## config.mk

```make
export PLATFORM = sky130hd
export DESIGN_NAME = multi_dispatcher
export DESIGN_NICKNAME = d
export VERILOG_FILES = /design/src/rtl/multi_dispatcher_pkg.sv /design/src/rtl/multi_dispatcher_fifo.sv /design/src/rtl/multi_dispatcher.sv
export SDC_FILE = /design/constraint.sdc
export NUM_CORES = 1
export LEC_CHECK = 0
export CAP_MARGIN = 20
export CORE_MARGIN = 4
export CORE_UTILIZATION = 35
export CTS_CLUSTER_SIZE = 12
export DETAILED_ROUTE_END_ITERATION = 7
export GPL_TIMING_DRIVEN = 0
export PLACE_DENSITY = 0.68
export SYNTH_ARGS = -nofsm -noshare
export SYNTH_HDL_FRONTEND = slang
export SYNTH_SLANG_ARGS = --single-unit
```

## constraint.sdc

```tcl
create_clock -name CLK -period 4.6 [get_ports CLK]
set_clock_uncertainty 0.15 [all_clocks]
set_input_delay 0.46 -clock CLK [delete_from_list [all_inputs] [get_ports CLK]]
set_output_delay 0.46 -clock CLK [all_outputs]
set_load 0.02 [all_outputs]
```

## src/rtl/multi_dispatcher_pkg.sv

```systemverilog
// Shared word formats, option codes and field helpers for the multi-channel dispatcher.
// A worker result is {opt, dest_addr, color, data}; a packet request appends one more data word.
package multi_dispatcher_pkg;

  localparam int OPT_W                = 3;
  localparam int ADDR_W               = 16;
  localparam int COLOR_W              = 16;
  localparam int DATA_W               = 32;
  localparam int WORKER_RESULT_WIDTH  = OPT_W + ADDR_W + COLOR_W + DATA_W;
  localparam int PACKET_REQUEST_WIDTH = WORKER_RESULT_WIDTH + DATA_W;

  typedef enum logic [OPT_W-1:0] {
    DEST_OPTION_NOP   = 3'd0,
    DEST_OPTION_END   = 3'd1,
    DEST_OPTION_EXEC  = 3'd2,
    DEST_OPTION_ONE   = 3'd3,
    DEST_OPTION_LEFT  = 3'd4,
    DEST_OPTION_RIGHT = 3'd5
  } dest_option_e;

  function automatic logic [OPT_W-1:0] wr_opt(input logic [WORKER_RESULT_WIDTH-1:0] w);
    return w[WORKER_RESULT_WIDTH-1 -: OPT_W];
  endfunction

  function automatic logic [ADDR_W-1:0] wr_dest(input logic [WORKER_RESULT_WIDTH-1:0] w);
    return w[COLOR_W+DATA_W +: ADDR_W];
  endfunction

  function automatic logic [COLOR_W-1:0] wr_color(input logic [WORKER_RESULT_WIDTH-1:0] w);
    return w[DATA_W +: COLOR_W];
  endfunction

  function automatic logic [DATA_W-1:0] wr_data(input logic [WORKER_RESULT_WIDTH-1:0] w);
    return w[DATA_W-1:0];
  endfunction

  function automatic logic [WORKER_RESULT_WIDTH-1:0] make_worker_result(
      input logic [OPT_W-1:0] opt, input logic [ADDR_W-1:0] dest,
      input logic [COLOR_W-1:0] color, input logic [DATA_W-1:0] data);
    return {opt, dest, color, data};
  endfunction

  function automatic logic [PACKET_REQUEST_WIDTH-1:0] make_packet_request(
      input logic [OPT_W-1:0] opt, input logic [ADDR_W-1:0] dest,
      input logic [COLOR_W-1:0] color, input logic [DATA_W-1:0] data,
      input logic [DATA_W-1:0] data2);
    return {opt, dest, color, data, data2};
  endfunction

endpackage

```

## src/rtl/multi_dispatcher_fifo.sv

```systemverilog
// Synchronous FIFO with valid/ready on both sides; head data reads as zero while empty.
module sync_fifo #(
  parameter int WIDTH = 8,
  parameter int DEPTH = 4
) (
  input  logic             CLK,
  input  logic             RST_N,
  input  logic             i_push_valid,
  output logic             o_push_ready,
  input  logic [WIDTH-1:0] i_push_data,
  output logic             o_pop_valid,
  input  logic             i_pop_ready,
  output logic [WIDTH-1:0] o_pop_data
);

  localparam int AW = $clog2(DEPTH);
  localparam int CW = AW + 1;

  logic [WIDTH-1:0] r_mem [DEPTH];
  logic [AW-1:0]    r_wr_ptr;
  logic [AW-1:0]    r_rd_ptr;
  logic [CW-1:0]    r_count;
  logic             w_push;
  logic             w_pop;

  // Full blocks pushes even when a pop happens in the same cycle.
  assign o_push_ready = (r_count != CW'(DEPTH));
  assign o_pop_valid  = (r_count != {CW{1'b0}});
  assign o_pop_data   = o_pop_valid ? r_mem[r_rd_ptr] : {WIDTH{1'b0}};
  assign w_push       = i_push_valid & o_push_ready;
  assign w_pop        = i_pop_ready & o_pop_valid;

  always_ff @(posedge CLK or negedge RST_N) begin
    if (!RST_N) begin
      r_wr_ptr <= {AW{1'b0}};
      r_rd_ptr <= {AW{1'b0}};
      r_count  <= {CW{1'b0}};
      for (int k = 0; k < DEPTH; k++) r_mem[k] <= {WIDTH{1'b0}};
    end else begin
      if (w_push) begin
        r_mem[r_wr_ptr] <= i_push_data;
        r_wr_ptr        <= r_wr_ptr + AW'(1);
      end
      if (w_pop) r_rd_ptr <= r_rd_ptr + AW'(1);
      case ({w_push, w_pop})
        2'b10:   r_count <= r_count + CW'(1);
        2'b01:   r_count <= r_count - CW'(1);
        default: r_count <= r_count;
      endcase
    end
  end

endmodule

```

## src/rtl/multi_dispatcher.sv

```systemverilog
// Round-robin merge of NUM_IN worker-result channels into a packet-request FIFO and a loopback FIFO,
// with a sticky END-token counter.
module multi_dispatcher
  import multi_dispatcher_pkg::*;
#(
  parameter int NUM_IN        = 4,
  parameter int PR_FIFO_DEPTH = 4,
  parameter int WR_FIFO_DEPTH = 4,
  parameter int END_COUNT     = 1
) (
  input  logic                                  CLK,
  input  logic                                  RST_N,
  input  logic [NUM_IN-1:0]                     RECEIVE_WR_VALID,
  input  logic [NUM_IN*WORKER_RESULT_WIDTH-1:0] RECEIVE_WR_DATA,
  output logic [NUM_IN-1:0]                     RECEIVE_WR_READY,
  output logic                                  SEND_WR_VALID,
  output logic [WORKER_RESULT_WIDTH-1:0]        SEND_WR_DATA,
  input  logic                                  SEND_WR_READY,
  output logic                                  SEND_PR_VALID,
  output logic [PACKET_REQUEST_WIDTH-1:0]       SEND_PR_DATA,
  input  logic                                  SEND_PR_READY,
  output logic                                  EXECUTION_END
);

  localparam int PTR_W = (NUM_IN > 1) ? $clog2(NUM_IN) : 1;
  localparam int ECW   = $clog2(END_COUNT + 1);

  logic [PTR_W-1:0]                r_rr_ptr;
  logic [ECW-1:0]                  r_end_cnt;
  logic                            r_exec_end;
  logic [PTR_W-1:0]                w_grant_idx;
  logic                            w_found;
  logic [WORKER_RESULT_WIDTH-1:0]  w_grant_data;
  logic [OPT_W-1:0]                w_opt;
  logic                            w_accept;
  logic                            w_pr_push;
  logic                            w_wr_push;
  logic                            w_end_hit;
  logic                            w_pr_ready;
  logic                            w_wr_ready;
  logic [PACKET_REQUEST_WIDTH-1:0] w_pr_data;

  // First valid channel at or after the pointer, wrapping around.
  always_comb begin : p_arb
    int v_idx;
    v_idx       = 0;
    w_found     = 1'b0;
    w_grant_idx = r_rr_ptr;
    for (int k = 0; k < NUM_IN; k++) begin
      v_idx = int'(r_rr_ptr) + k;
      if (v_idx >= NUM_IN) v_idx = v_idx - NUM_IN;
      else v_idx = v_idx;
      if (!w_found && RECEIVE_WR_VALID[PTR_W'(v_idx)]) begin
        w_found     = 1'b1;
        w_grant_idx = PTR_W'(v_idx);
      end else begin
        w_grant_idx = w_grant_idx;
      end
    end
  end

  always_comb begin
    w_grant_data = {WORKER_RESULT_WIDTH{1'b0}};
    for (int k = 0; k < NUM_IN; k++) begin
      if (w_grant_idx == PTR_W'(k)) w_grant_data = RECEIVE_WR_DATA[k*WORKER_RESULT_WIDTH +: WORKER_RESULT_WIDTH];
      else w_grant_data = w_grant_data;
    end
  end

  assign w_opt = wr_opt(w_grant_data);

  // A blocked grantee stalls every channel so the pointer never skips it.
  always_comb begin
    w_accept  = 1'b0;
    w_pr_push = 1'b0;
    w_wr_push = 1'b0;
    w_end_hit = 1'b0;
    if (w_found && RST_N) begin
      case (w_opt)
        DEST_OPTION_EXEC, DEST_OPTION_ONE: begin
          w_accept  = w_pr_ready;
          w_pr_push = w_pr_ready;
        end
        DEST_OPTION_LEFT, DEST_OPTION_RIGHT: begin
          w_accept  = w_wr_ready;
          w_wr_push = w_wr_ready;
        end
        DEST_OPTION_END: begin
          w_accept  = 1'b1;
          w_end_hit = 1'b1;
        end
        default: w_accept = 1'b1;
      endcase
    end else begin
      w_accept = 1'b0;
    end
  end

  assign RECEIVE_WR_READY = w_accept ? (NUM_IN'(1) << w_grant_idx) : {NUM_IN{1'b0}};
  assign w_pr_data = make_packet_request(w_opt, wr_dest(w_grant_data), wr_color(w_grant_data),
                                         wr_data(w_grant_data), 32'h0000_0000);
  assign EXECUTION_END = r_exec_end;

  always_ff @(posedge CLK or negedge RST_N) begin
    if (!RST_N) begin
      r_rr_ptr   <= {PTR_W{1'b0}};
      r_end_cnt  <= {ECW{1'b0}};
      r_exec_end <= 1'b0;
    end else begin
      if (w_accept) begin
        r_rr_ptr <= (w_grant_idx == PTR_W'(NUM_IN - 1)) ? {PTR_W{1'b0}} : w_grant_idx + PTR_W'(1);
      end
      if (w_end_hit && (r_end_cnt != ECW'(END_COUNT))) r_end_cnt <= r_end_cnt + ECW'(1);
      if (w_end_hit && (r_end_cnt == ECW'(END_COUNT - 1))) r_exec_end <= 1'b1;
    end
  end

  sync_fifo #(.WIDTH(PACKET_REQUEST_WIDTH), .DEPTH(PR_FIFO_DEPTH)) u_pr_fifo (
    .CLK          (CLK),
    .RST_N        (RST_N),
    .i_push_valid (w_pr_push),
    .o_push_ready (w_pr_ready),
    .i_push_data  (w_pr_data),
    .o_pop_valid  (SEND_PR_VALID),
    .i_pop_ready  (SEND_PR_READY),
    .o_pop_data   (SEND_PR_DATA)
  );

  sync_fifo #(.WIDTH(WORKER_RESULT_WIDTH), .DEPTH(WR_FIFO_DEPTH)) u_wr_fifo (
    .CLK          (CLK),
    .RST_N        (RST_N),
    .i_push_valid (w_wr_push),
    .o_push_ready (w_wr_ready),
    .i_push_data  (w_grant_data),
    .o_pop_valid  (SEND_WR_VALID),
    .i_pop_ready  (SEND_WR_READY),
    .o_pop_data   (SEND_WR_DATA)
  );

endmodule
```

==> metrics, run 1 <==
number of synthesized flops with an enable pin 0; nets between 3,000 and 4,000; WP data arrival between 3 and 4 ns; sequential share of the synthesized area 0.5045; DP HPWL slightly below 70,000 um; synth unique cells 43; global-route wire length before repair between 100,000 and 150,000 um; Synth async-reset ratio 1.000; max-slew violation count 0; commonest cells after routing, fill and taps aside dfrtp_1 (554), clkdlybuf4s50_1 (410), a21oi_1 (329); DRC Markers 0; min Tclk post-route around 4.4 ns; H-tree levels 2; type of the most critical hold path in -> async; Setup violations, final 0; Synth-to-Final Area Change 28.36%; vias roughly 21,000; PortBufs around 420; Tcrit/Tclk final 0.9624; status finished clean; DRT iter0 DRCs 1,551; cts bufs inserted 58; crit path from u_wr_fifo.r_rd_ptr[1]$_DFFE_PN0P_; Max transition margin 0.3254; CP Class reg -> out; ys flop type dfrtp_1; Avg WL per Cell between 20 and 25 um; CTS tree built; Die Height 288.2 um; commonest non-fill, non-tap cell in the layout dfrtp_1; Clock transition at path regs around 0.06 ns; RSZ-0062 raised after global routing false; CTS max path bufs 3; syn avg cell area approximately 12 um2; CTS Sinks roughly 550; antenna violations before repair 6; clk root buf clkbuf_16; Ys Warns 0; I/O pins roughly 450; RR Startpoint r_rr_ptr[0]$_DFFE_PN0P_; Worst setup SP type flip-flop; largest net degree at the start of global routing about 110; Crit path required time 3.99 ns; mean number of vias per cell roughly 5.2; final hold vios 0; Core Region around 78,000 um2; Rows between 100 and 150; Max Freq about 230 MHz; fillers ~7,300; Leak approximately 0.015 uW; DP Worst Slack -1.247 ns; Worst Setup End Kind output pin; Max VDD drop ~0.37 mV; RePlAce Congestion ~0.85; Max Cap Viol 0; Die X-Extent approximately 290 um; number of global-route vias before repair ~21,000; Worst Setup Slack, final about 0.17 ns; pwr dens between 800 and 900 nW/um2; layout cell share with drive strength beyond 1 0.2135; Slew @ Worst Pin about 1.0 ns; gr ovfl total 0; GRT Total Usage 0.2183; Seq cells post-synth roughly 550; Cells after Synth between 2,000 and 2,500; CP Max Fanout 10; die area between 80,000 and 90,000 um2; Post-Synthesis Cell Area 27,480 um2; total power between 20,000 and 30,000 uW; worst skew pair latency approximately 0.6 ns; DRT antenna net count 0; total iterations of the first detailed-routing run 5; Initial Util 0.3541; DRT Wirelength roughly 93,000 um
==> repair_timing <==
item / 4_1_cts / 5_1_grt
hold buffers: 1 / 0
setup buffers: 4 / 0
endpoints found under the setup margin: 45 / 16
gates resized for setup: 15 / 6
endpoints found under the hold margin: 60 / 0
pin swaps: 3 / 1
==> cells by family after synthesis <==
| kind of cell | share of synthesized area |
|---|---|
| AND/OR/NAND/NOR | 0.1206 |
| flip-flops | 0.5045 |
| AO/OA/AOI/OAI | 0.1022 |
| multiplexers | 0.2176 |
| buffers and inverters | 0.04335 |
| adder cells (fa/ha/maj) | 0.007832 |
| XOR/XNOR | 0.003825 |
| other | 0.0001365 |
==> worst max-delay path, stage by stage, from the launching register on <==
cell and delay, ns:
dfrtp_1 0.32, clkbuf_1 0.37, clkbuf_1 0.67, clkbuf_1 0.61, mux4_2 0.32, and2_1 0.24, clkdlybuf4s50_1 0.65
==> metal layers <==
metal,up-vias,part of all wire,track usage
met2,621,0.48,0.3574
met4,0,0.031,0.06943
met5,-,0,0
li1,9335,-,-
met3,138,0.062,0.04246
met1,10600,0.42,0.2944
==> path summary, 6_finish.rpt <==
| path | endpoint | cells after the start | slack (ns) |
|---|---|---|---|
| setup reg to reg | u_pr_fifo.r_mem[365]$_DFFE_PN0P_ | 15 | 0.35 |
| hold / removal | u_pr_fifo.r_mem[373]$_DFFE_PN0P_ | 2 | 0.24 |
| min in group CLK | EXECUTION_END$_DFFE_PN0P_ | 1 | 0.31 |
| max in group asynchronous | u_pr_fifo.r_mem[151]$_DFFE_PN0P_ | 4 | 2.57 |
| setup / recovery | SEND_WR_DATA[46] | 6 | 0.17 |
| hold reg to reg | EXECUTION_END$_DFFE_PN0P_ | 1 | 0.31 |
==> power breakdown <==
part / internal, uW / switching [uW] / total [uW] / leakage [uW]
Clock: 2680 / 1960 / 4640 / 0.000923
Sequential: 7160 / 1140 / 8300 / 0.00683
Combinational: 7190 / 8820 / 16000 / 0.00756
==> per-stage QoR <==
step | instance area [um2] | setup TNS (ns) | std cells | util | hold WS (ns)
final | 35270 | 0 | 3949 | 0.4546 | 0.2350
after global routing | 35270 | 0 | 3948 | 0.4545 | 0.2590
after CTS | 35250 | 0 | 3945 | 0.4543 | 0.2295
after detailed placement | 33310 | -256.60 | 3842 | 0.4293 | 0.2951
after global placement | 33060 | - | 3831 | 0.4261 | 0.2935
after floorplan | 27600 | 0 | 2375 | - | 0.01441
==> cell usage after synthesis, types with 3 or more instances <==
cell type	instances	area [um2]
nor2_1	266	998.5
buf_1	18	67.56
mux2_2	262	2950
nor3_1	65	325.3
a211oi_1	3	22.52
ha_1	14	175.2
mux4_2	134	3018
xor2_1	6	52.55
clkbuf_1	102	382.9
and4_1	4	35.03
xnor2_1	6	52.55
dfrtp_1	554	13860
a221oi_1	64	560.5
buf_6	12	135.1
buf_4	32	240.2
a21o_1	64	480.5
inv_1	16	60.06
nor2b_1	137	857.1
nand2_1	12	45.04
a21oi_1	329	1647
nor3b_1	3	22.52
o21ai_0	5	25.02
or2_2	4	25.02
buf_2	61	305.3
and2_1	144	900.9
nand2b_1	5	31.28
==> area by class of cell <==
type                    instances  area (um2)  area share
repair buffers                432        4456      0.1263
plain buffers                 222        1135     0.03217
inverters                      16       60.06    0.001703
well taps                    1040        1301     0.03689
clock inverters                12       140.1    0.003973
diodes                          5       12.51   0.0003547
flip-flops and latches        554       13860      0.3930
clock buffers                  88        1724     0.04888
multi-input cells            1580       12580      0.3567
==> sequential cells by signal, summed over array words and instances, names as in the netlist <==
signal              cells
u_wr_fifo.r_rd_ptr      2
u_wr_fifo.r_mem       268
r_end_cnt               1
u_wr_fifo.r_count       3
u_pr_fifo.r_count       3
u_pr_fifo.r_mem       268
u_wr_fifo.r_wr_ptr      2
u_pr_fifo.r_wr_ptr      2
r_rr_ptr                2
u_pr_fifo.r_rd_ptr      2
EXECUTION_END           1
Note: power is estimated with default switching activity, not from simulation.
==> inputs of run 2 (changes only) <==
Settings changed: ABC_CLOCK_PERIOD_IN_PS set to 4600, PLACE_DENSITY 0.68 to unset, PLACE_DENSITY_LB_ADDON set to 0.3.
==> run 2 against run 1 <==
Net effect: sequential share of layout area down 0.079 points; via count up 3.2%; register-to-register slack worse by 0.03 ns; global-route usage up 0.72 points.
==> metrics, run 2 (same netlist as run 1, synthesis figures left out) <==
status finished clean (unchanged); Clock transition at path regs 0.06 ns (about the same); Rows 102 (unchanged); Worst Setup Slack, final 0.2265 ns (was 0.1732 ns); CTS Sinks 554 (unchanged); end of the critical path RECEIVE_WR_READY[2] (was SEND_WR_DATA[46]); GRT Total Usage 0.2254 (was 0.2183); CTS tree built (unchanged); critical path's largest stage delay 0.55 ns (was 0.67 ns); largest net degree at the start of global routing 133 (was 112); RSZ-0062 raised after global routing false (unchanged); gr ovfl total 0 (unchanged); antenna violations before repair 8 (was 6); commonest non-fill, non-tap cell in the layout dfrtp_1 (unchanged); number of global-route vias before repair 22,520 (was 21,490); max-slew violation count 0 (unchanged); total iterations of the first detailed-routing run 5 (unchanged); H-tree levels 2 (unchanged); Top Registers u_pr_fifo.r_mem x268, u_wr_fifo.r_mem x268 (unchanged); Max Freq 228.7 MHz (was 225.9 MHz); slowest CP cell clkdlybuf4s50_1 (was clkbuf_1); Leak 0.01533 uW (was 0.01531 uW); DRC Markers 0 (unchanged); WP data arrival 3.76 ns (was 3.82 ns); CP delay by family, top buffers and inverters (unchanged); die area 83,060 um2 (unchanged); Worst Setup End Kind output pin (unchanged); CTS max path bufs 3 (unchanged); worst path buffer plus inverter count 5 (was 4); Crit path required time 3.99 ns (about the same); WP depth 14 (was 6); mean number of vias per cell 5.386 (was 5.240); Max transition margin 0.3423 (was 0.3254); worst skew pair latency 0.61 ns (about the same); PortBufs 416 (unchanged); Worst setup SP type primary input (was flip-flop); crit path from RECEIVE_WR_VALID[0] (was u_wr_fifo.r_rd_ptr[1]$_DFFE_PN0P_); fillers 7,173 (was 7,291); RePlAce Congestion 0.9162 (was 0.8541); CP Max Fanout 9 (was 10); global-route wire length before repair 141,200 um (was 136,800 um); Core Region 77,590 um2 (unchanged); RR Startpoint r_rr_ptr[1]$_DFFE_PN0P_ (was r_rr_ptr[0]$_DFFE_PN0P_); Tcrit/Tclk final 0.9508 (was 0.9624); worst r2r dst u_wr_fifo.r_mem[208]$_DFFE_PN0P_ (was u_pr_fifo.r_mem[365]$_DFFE_PN0P_); Avg WL per Cell 24.31 um (was 23.46 um); Die Height 288.2 um (unchanged); placed insts 3,844 (was 3,842); I/O pins 449 (unchanged); DRT Wirelength 96,380 um (was 92,640 um); clk root buf clkbuf_16 (unchanged); Initial Util 0.3541 (unchanged); DRT antenna net count 0 (unchanged); pwr dens 822.9 nW/um2 (was 820.8 nW/um2); Max VDD drop 0.3510 mV (was 0.3707 mV); final hold vios 0 (unchanged); DP HPWL 71,310 um (was 68,630 um); DRT iter0 DRCs 1,889 (was 1,551); Die X-Extent 288.2 um (unchanged); CP Class in -> out (was reg -> out); total power 29,090 uW (was 28,950 uW); min Tclk post-route 4.373 ns (was 4.427 ns); layout cell share with drive strength beyond 1 0.2156 (was 0.2135); commonest cells after routing, fill and taps aside dfrtp_1 (554), clkdlybuf4s50_1 (410), a21oi_1 (329) (unchanged); Setup violations, final 0 (unchanged); Synth-to-Final Area Change 28.62% (was 28.36%); Slew @ Worst Pin 0.9865 ns (was 1.001 ns); CP cell instances clkdlybuf4s50_1, nor2_1, a211o_1, o211ai_1, buf_4, buf_4, ha_1, nand3b_1, a211o_4, nand4_1, nor3b_2, buf_4, and2_1, dlygate4sd2_1 (was clkbuf_1, clkbuf_1, clkbuf_1, mux4_2, and2_1, clkdlybuf4s50_1); R2R depth 14 (was 15); nets 3,162 (was 3,156); vias 21,350 (was 20,690); type of the most critical hold path reg -> reg (was in -> async); DP Worst Slack -1.034 ns (was -1.247 ns); Max Cap Viol 0 (unchanged); cts bufs inserted 59 (was 58); CP most frequent cell buf_4 (was clkbuf_1); Final Non-Filler Cells 3,964 (was 3,949); setup slack, reg-to-reg 0.32 ns (was 0.35 ns); Util after Layout 0.4555 (was 0.4546)
[run 2: per-stage QoR]
stage / setup TNS, ns / hold WS, ns / area (um2)
detailed placement: -343.99 / 0.2640 / 33270
global placement: - / 0.2884 / 33060
CTS: 0 / 0.2957 / 35240
finish: 0 / 0.2928 / 35340
global route: 0 / 0.3281 / 35340
floorplan: 0 / 0.01441 / 27600
[run 2: final cells by class]
cell class	count	area [um2]	share of cell area
Inverter	16	60.06	0.001699
Multi-Input combinational cell	1580	12580	0.3558
Buffer	222	1152	0.03260
Clock buffer	94	1738	0.04917
Tap cell	1040	1301	0.03682
Antenna cell	7	17.52	0.0004956
Sequential cell	554	13860	0.3922
Clock inverter	14	151.4	0.004283
Timing Repair Buffer	437	4484	0.1269
[run 2: repair_timing]
item	CTS	global route
hold buffers	2	0
buffers inserted	2	1
gates cloned	0	1
endpoints found under the setup margin	301	7
pin swaps	1	1
hold endpoints to repair	50	0
resized for setup	21	10
[run 2: worst min-delay path by stage]
| stage | start | end | slack, ns | depth (start not counted) |
|---|---|---|---|---|
| detailed placement | RST_N | u_wr_fifo.r_mem[244]$_DFFE_PN0P_ | 0.26 | 1 |
| CTS | r_end_cnt$_DFFE_PN0P_ | EXECUTION_END$_DFFE_PN0P_ | 0.30 | 1 |
| global route | r_end_cnt$_DFFE_PN0P_ | EXECUTION_END$_DFFE_PN0P_ | 0.33 | 1 |
| finish | r_end_cnt$_DFFE_PN0P_ | EXECUTION_END$_DFFE_PN0P_ | 0.29 | 1 |
| floorplan | RST_N | EXECUTION_END$_DFFE_PN0P_ | 0.01 | 0 |
| global placement | r_end_cnt$_DFFE_PN0P_ | EXECUTION_END$_DFFE_PN0P_ | 0.29 | 1 |
[run 2: power breakdown]
| part | internal [uW] | switching [uW] |
|---|---|---|
| registers | 7160 | 1170 |
| clock network | 2690 | 1980 |
| logic | 7230 | 8860 |
| total | 17100 | 12000 |
[run 2: layer usage]
layer	share of wire	global-route usage	vias up
met5	0	0	-
met4	0.035	0.07784	0
met3	0.069	0.04491	163
met2	0.48	0.3695	854
met1	0.41	0.3005	10980
li1	-	-	9351
==> inputs of run 3 (changes only) <==
Settings changed: HOLD_SLACK_MARGIN set to 0.05.
==> results of run 3 <==
Final layout, timing and power as in run 2 (identical DEF).
